### src/rtl/u_mod_counter_pkg.sv
// Shared definitions for the modulo up/down counter family.
//   PRIME_MASK : 256-bit lookup, bit n is set when n is prime.
//   UP/DOWN    : encodings of the upb direction input.
//   SAT/WRAP   : encodings of the satb limit-mode input.
package u_mod_counter_pkg;

    // Built by trial division at elaboration rather than written out as a
    // hex literal, so the table cannot drift from its definition.
    function automatic logic [255:0] gen_prime_mask();
        logic [255:0] m;
        m = '0;
        for (int unsigned n = 2; n < 256; n++) begin
            logic is_p;
            is_p = 1'b1;
            for (int unsigned k = 2; k * k <= n; k++) begin
                if (n % k == 0) is_p = 1'b0;
            end
            m[n] = is_p;
        end
        return m;
    endfunction

    localparam logic [255:0] PRIME_MASK = gen_prime_mask();

    localparam logic UP   = 1'b0;
    localparam logic DOWN = 1'b1;
    localparam logic SAT  = 1'b0;
    localparam logic WRAP = 1'b1;

endpackage

### src/rtl/u_mod_counter_if.sv
// Control/status bundle of one counter instance.
//   master : drives clrb, ldb, hdb, upb, satb, cib, d; observes q, pn, tcb, ovf.
//   slave  : the counter side of the same signals.
interface u_mod_counter_if #(
    parameter int WIDTH = 4
);
    logic             clrb;
    logic             ldb;
    logic             hdb;
    logic             upb;
    logic             satb;
    logic             cib;
    logic [WIDTH-1:0] d;
    logic [WIDTH-1:0] q;
    logic             pn;
    logic             tcb;
    logic             ovf;

    modport master (
        output clrb, ldb, hdb, upb, satb, cib, d,
        input  q, pn, tcb, ovf
    );

    modport slave (
        input  clrb, ldb, hdb, upb, satb, cib, d,
        output q, pn, tcb, ovf
    );
endinterface

### src/rtl/u_prime_detect.sv
// Primality flag for a WIDTH-bit value via PRIME_MASK lookup.
//   q  : value under test (WIDTH bits, WIDTH <= 8).
//   pn : 1 when q is prime.
module u_prime_detect
    import u_mod_counter_pkg::*;
#(
    parameter int WIDTH = 4
) (
    input  logic [WIDTH-1:0] q,
    output logic             pn
);

    logic [7:0] idx;

    always_comb begin
        idx            = '0;
        idx[WIDTH-1:0] = q;
        pn             = PRIME_MASK[idx];
    end

endmodule

### src/rtl/u_mod_counter.sv
// WIDTH-bit modulo-MOD up/down counter, state updates on falling clkb.
//   clkb : clock (falling edge active).
//   rstb : asynchronous active-low reset.
//   bus  : slave side of u_mod_counter_if -- active-low clear/load/hold/
//          count-enable, direction, limit mode, load value d; outputs q,
//          prime flag pn, active-low terminal count tcb, sticky ovf.
module u_mod_counter
    import u_mod_counter_pkg::*;
#(
    parameter int WIDTH = 4,
    parameter int MOD   = 16
) (
    input  logic            clkb,
    input  logic            rstb,
    u_mod_counter_if.slave  bus
);

    if (WIDTH < 2 || WIDTH > 8) begin : g_bad_width
        $error("u_mod_counter: WIDTH must be 2..8");
    end
    if (MOD < 2 || MOD > (1 << WIDTH)) begin : g_bad_mod
        $error("u_mod_counter: MOD must be 2..2**WIDTH");
    end

    localparam logic [WIDTH-1:0] MAX = WIDTH'(MOD - 1);

    logic [WIDTH-1:0] cnt_d, cnt_q;
    logic             ovf_d, ovf_q;
    logic             at_limit;

    always_comb begin
        cnt_d    = cnt_q;
        ovf_d    = ovf_q;
        at_limit = (bus.upb == UP) ? (cnt_q == MAX) : (cnt_q == '0);

        if (!bus.clrb) begin
            cnt_d = '0;
            ovf_d = 1'b0;
        end else if (!bus.ldb) begin
            cnt_d = (bus.d > MAX) ? MAX : bus.d;
            ovf_d = 1'b0;
        end else if (bus.hdb && !bus.cib) begin
            if (at_limit) begin
                // Limit reached: wrap to the opposite end or stay put.
                ovf_d = 1'b1;
                if (bus.satb == WRAP) cnt_d = (bus.upb == UP) ? '0 : MAX;
            end else begin
                cnt_d = (bus.upb == UP) ? cnt_q + WIDTH'(1) : cnt_q - WIDTH'(1);
            end
        end
    end

    always_ff @(negedge clkb or negedge rstb) begin
        if (!rstb) begin
            cnt_q <= '0;
            ovf_q <= 1'b0;
        end else begin
            cnt_q <= cnt_d;
            ovf_q <= ovf_d;
        end
    end

    // Asserted in both wrap and saturate modes so a cascaded stage still
    // sees the limit.
    assign bus.tcb = !(bus.clrb && bus.ldb && bus.hdb && !bus.cib && at_limit);
    assign bus.q   = cnt_q;
    assign bus.ovf = ovf_q;

    u_prime_detect #(.WIDTH(WIDTH)) u_pd (
        .q  (cnt_q),
        .pn (bus.pn)
    );

endmodule

### src/flat_wrapper.sv
// flat-port wrapper written by rule: the top's interface ports become plain ports
module u_mod_counter_flat import u_mod_counter_pkg::*;
#(
    parameter int WIDTH = 4,
    parameter int MOD   = 16
)
  (clkb, rstb, bus_clrb, bus_ldb, bus_hdb, bus_upb, bus_satb, bus_cib, bus_d, bus_q, bus_pn, bus_tcb, bus_ovf);
  u_mod_counter_if #(.WIDTH(WIDTH)) bus_i ();
  input  logic clkb;
  input  logic rstb;
  input wire logic [$bits(bus_i.clrb)-1:0] bus_clrb;
  input wire logic [$bits(bus_i.ldb)-1:0] bus_ldb;
  input wire logic [$bits(bus_i.hdb)-1:0] bus_hdb;
  input wire logic [$bits(bus_i.upb)-1:0] bus_upb;
  input wire logic [$bits(bus_i.satb)-1:0] bus_satb;
  input wire logic [$bits(bus_i.cib)-1:0] bus_cib;
  input wire logic [$bits(bus_i.d)-1:0] bus_d;
  output wire logic [$bits(bus_i.q)-1:0] bus_q;
  output wire logic [$bits(bus_i.pn)-1:0] bus_pn;
  output wire logic [$bits(bus_i.tcb)-1:0] bus_tcb;
  output wire logic [$bits(bus_i.ovf)-1:0] bus_ovf;
  assign bus_i.clrb = bus_clrb;
  assign bus_i.ldb = bus_ldb;
  assign bus_i.hdb = bus_hdb;
  assign bus_i.upb = bus_upb;
  assign bus_i.satb = bus_satb;
  assign bus_i.cib = bus_cib;
  assign bus_i.d = bus_d;
  assign bus_q = bus_i.q;
  assign bus_pn = bus_i.pn;
  assign bus_tcb = bus_i.tcb;
  assign bus_ovf = bus_i.ovf;
  u_mod_counter #(.WIDTH(WIDTH), .MOD(MOD)) u_core (.clkb(clkb), .rstb(rstb), .bus(bus_i));
endmodule
### config.mk
export PLATFORM = sky130hd
export DESIGN_NAME = u_mod_counter_flat
export DESIGN_NICKNAME = d
export VERILOG_FILES = /design/src/rtl/u_mod_counter_pkg.sv /design/src/rtl/u_mod_counter_if.sv /design/src/rtl/u_prime_detect.sv /design/src/rtl/u_mod_counter.sv /design/src/flat_wrapper.sv
export SDC_FILE = /design/constraint.sdc
export NUM_CORES = 1
export LEC_CHECK = 0
export ABC_AREA = 1
export CORE_UTILIZATION = 37
export DETAILED_ROUTE_END_ITERATION = 8
export PLACE_DENSITY_LB_ADDON = 0.1
export RECOVER_POWER = 100
export SYNTH_ARGS = -nofsm -noshare
export SYNTH_HDL_FRONTEND = slang
export SYNTH_SLANG_ARGS = --single-unit
export TNS_END_PERCENT = 5
### constraint.sdc
create_clock -name clkb -period 1.41 [get_ports clkb]
set_clock_uncertainty 0.05 [all_clocks]
set_input_delay 0.141 -clock clkb [delete_from_list [all_inputs] [get_ports clkb]]
set_output_delay 0.141 -clock clkb [all_outputs]
set_load 0.03 [all_outputs]
==> impl_metrics.csv <==
group,metric,value,unit
layout,multi_input_comb_area,372,sq um
global_route,grt_usage,23.7,%
global_route,gr-total-overflow,0,
detailed_routing,drt-total-wl,1400,um
sta,final.setup.tns,-5.52,ns
sta,finalSetupViolCount,12,
synth,synthesis.yosys.warnings,0,
floorplan,std_cell_core_area,1170,sq um
sta,finalHoldViolCount,0,
layout,layout-drive-gt1-share,38.0,%
critical_path,setup.worst_path.class,"reg -> out",
floorplan,fp-row-count,12,
critical_path,start_kind,"register",
outcome,status,"finished with violations",
floorplan,starting_density_of_the_core,41.7,%
sta,worstMarginPinSlew,0.262,ns
clock_network,cts_sinks,5,
global_route,vias_in_the_first_global_route,623,
clock_network,cts_htree_levels,1,
sta,max_slew_margin,82.6,%
worst_hold_path,worst_hold_path_type,"reg -> reg",
sta,setup_repair_after_global_routing_missed_its_margin,"true",
floorplan,die_area,1470,sq um
detailed_routing,vias,616,
synth,synth_cell_types,17,
floorplan,die-width,38.3,um
global_route,grt_start_max_net_pins,9,
place,detailedPlacementHpwl,1060,um
synth,synth.yosys.seq_area_share,25.6,%
synth,synth_largest_type_area_fraction,25.6,%
floorplan,boundaryPins,19,
clock_network,cts-root-to-sink-buffers,2,
synth,synth_cells,79,
place,port_buffers,18,
global_route,grt_pass1_wl,2440,um
detailed_routing,route.detailed.drc,0,
critical_path,cp_max_fo,4,
layout,fin_util,81.1,%
outcome,failed_checks,"negative setup slack",
synth,postSynthRegisterBits,5,
clock_network,insertion_delay,0.25,ns
sta,slew_viol_final,0,
layout,final_design_area_no_fill,950,sq um
clock_network,clk_pin_slew,0.04,ns
place,gp_congestion,0.722,
global_route,grt_antenna_before_repair,0,
layout,area_of_all_sequential_standard_cells,125,sq um
synth,syn-cell-area,488,sq um
detailed_routing,via_per_inst,4.56,
critical_path,critical_path.endpoint_type,"output pin",
clock_network,post_cts_hold_buffer_count,0,
layout,n_fill_cell,91,
run,drv_cap,0,
place,dpl_cell_area,813,sq um
layout,area.growth.synth_to_final,94.6,%
clock_network,cts_tree,"yes",
detailed_routing,firstDrtPassIters,3,
layout,num-nets-final,137,
clock_network,numCtsBuffers,3,
power_and_ir_drop,cellLeakagePower,0.522,nW
power_and_ir_drop,powerDensity,830,nW/um^2
floorplan,die_y,38.3,um
layout,antenna_cells,0,
synth,synth_top_area_cell,"sky130_fd_sc_hd__dfrtn_1",
place,dp.cells,127,
power_and_ir_drop,total_power_consumption_of_the_routed_design,0.788,mW
detailed_routing,wl_per_cell,10.4,um
layout,instances_no_fill,135,
clock_network,clock_tree.root_cell,"sky130_fd_sc_hd__clkbuf_4",
synth,ys_top_cells_by_area,"sky130_fd_sc_hd__dfrtn_1 (26%), sky130_fd_sc_hd__nand2_1 (20%), sky130_fd_sc_hd__inv_1 (8.5%), sky130_fd_sc_hd__nor2_1 (8.5%), sky130_fd_sc_hd__ha_1 (5.1%)",
synth,postSynthAreaPerCell,6.18,sq um
detailed_routing,ant_nets,0,
synth,postSynthNetCount,94,
critical_path,cp.arrival,2.13,ns
sta,fin_ws,-0.908,ns
detailed_routing,first_iter_violations,6,
critical_path,worst-endpoint-required,1.22,ns
power_and_ir_drop,worst_ir_drop_vdd,0.585,mV
## cells in the mapped netlist, drive strengths merged
cell type	n
buf	1
xor2	1
fa	1
ha	2
a21oi	3
nand3	6
nand2	30
o21ai	5
dfrtn	5
nor2	12
or2	1
inv	12
## worst paths after layout
check	slack, ns	endpoint	from	cells past startpoint
worst min-delay path	0.44	u_core.bus.ovf	u_core.bus.ovf	2
min in group asynchronous	0.73	u_core.bus.ovf	rstb	1
worst max register to register	-0.34	u_core.bus.q[2]	u_core.bus.q[1]	8
worst max-delay path	-0.91	bus_tcb	u_core.bus.q[2]	8
max in group asynchronous	0.34	u_core.bus.q[1]	rstb	1
worst min register to register	0.44	u_core.bus.ovf	u_core.bus.ovf	2
## sequential cells by signal (all words and copies together), names as in the netlist
name,count
u_core.bus.q,4
u_core.bus.ovf,1
## critical path: stages, from the launching register on
cell and delay [ns]:
sky130_fd_sc_hd__dfrtn_1 0.48, sky130_fd_sc_hd__nand2_1 0.08, sky130_fd_sc_hd__inv_1 0.08, sky130_fd_sc_hd__nand2_2 0.08
sky130_fd_sc_hd__nand2_4 0.06, sky130_fd_sc_hd__buf_6 0.09, sky130_fd_sc_hd__nand3_4 0.05, sky130_fd_sc_hd__buf_6 0.12
sky130_fd_sc_hd__buf_6 0.13
## cell families (layout without fill, tap and decap cells)
kind of cell / count (synthesis) / in the layout / synth area share (%)
AND/OR/NAND/NOR: 49 / 49 / 44.4
flip-flops: 5 / 5 / 25.6
XOR/XNOR: 1 / 1 / 1.80
buffers and inverters: 13 / 55 / 10.8
AO/OA/AOI/OAI: 8 / 8 / 8.20
adder cells (fa/ha/maj): 3 / 3 / 9.23
## metrics by stage
stage,setup WS [ns],hold slack [ns]
2_1_floorplan,-0.632,0.392
6_report,-0.908,0.439
5_1_grt,-0.964,0.476
4_1_cts,-0.924,0.422
3_3_place_gp,-1.10,0.380
3_5_place_dp,-1.14,0.395
## placed cells by master, fill, tap and decap left out, types with 3 or more instances in the layout
master | Yosys | layout
sky130_fd_sc_hd__nand2_1 | 26 | 26
sky130_fd_sc_hd__buf_6 | 0 | 11
sky130_fd_sc_hd__nor2_1 | 11 | 10
sky130_fd_sc_hd__a21oi_1 | 3 | 3
sky130_fd_sc_hd__clkdlybuf4s50_1 | 0 | 7
sky130_fd_sc_hd__inv_1 | 11 | 10
sky130_fd_sc_hd__buf_4 | 1 | 18
sky130_fd_sc_hd__clkbuf_4 | 0 | 3
sky130_fd_sc_hd__dfrtn_1 | 5 | 5
sky130_fd_sc_hd__nand3_1 | 5 | 3
## repair_timing
| item | CTS | global route |
|---|---|---|
| resized for setup | 17 | 12 |
| pin swaps | 2 | 3 |
| endpoints found under the setup margin | 12 | 12 |
| gates cloned | 0 | 0 |
| buffers inserted | 4 | 0 |
## metal layers
metal | global-route usage (%) | vias to the layer above | wire, um
li1 | - | 325 | -
met1 | 23.8 | 272 | 556
met2 | 48.7 | 17 | 781
met3 | 2.33 | 2 | 40
met4 | 8.04 | 0 | 21
met5 | 0 | - | 0
## where the power goes
group	total (mW)	switching, mW	internal, mW	leakage (nW)
Combinational	0.438	0.217	0.221	0.442
Clock	0.169	0.0616	0.107	0.0150
Sequential	0.182	0.0198	0.162	0.0649
Total	0.788	0.298	0.490	0.522
## layout make-up
cell class | count | area share [%]
Clock buffer | 4 | 2.77
Sequential cell | 5 | 13.2
Multi-Input combinational cell | 61 | 39.1
Tap cell | 14 | 1.84
Timing Repair Buffer | 39 | 38.3
Inverter | 12 | 4.74
No activity file was read; power rests on OpenSTA's default activity.
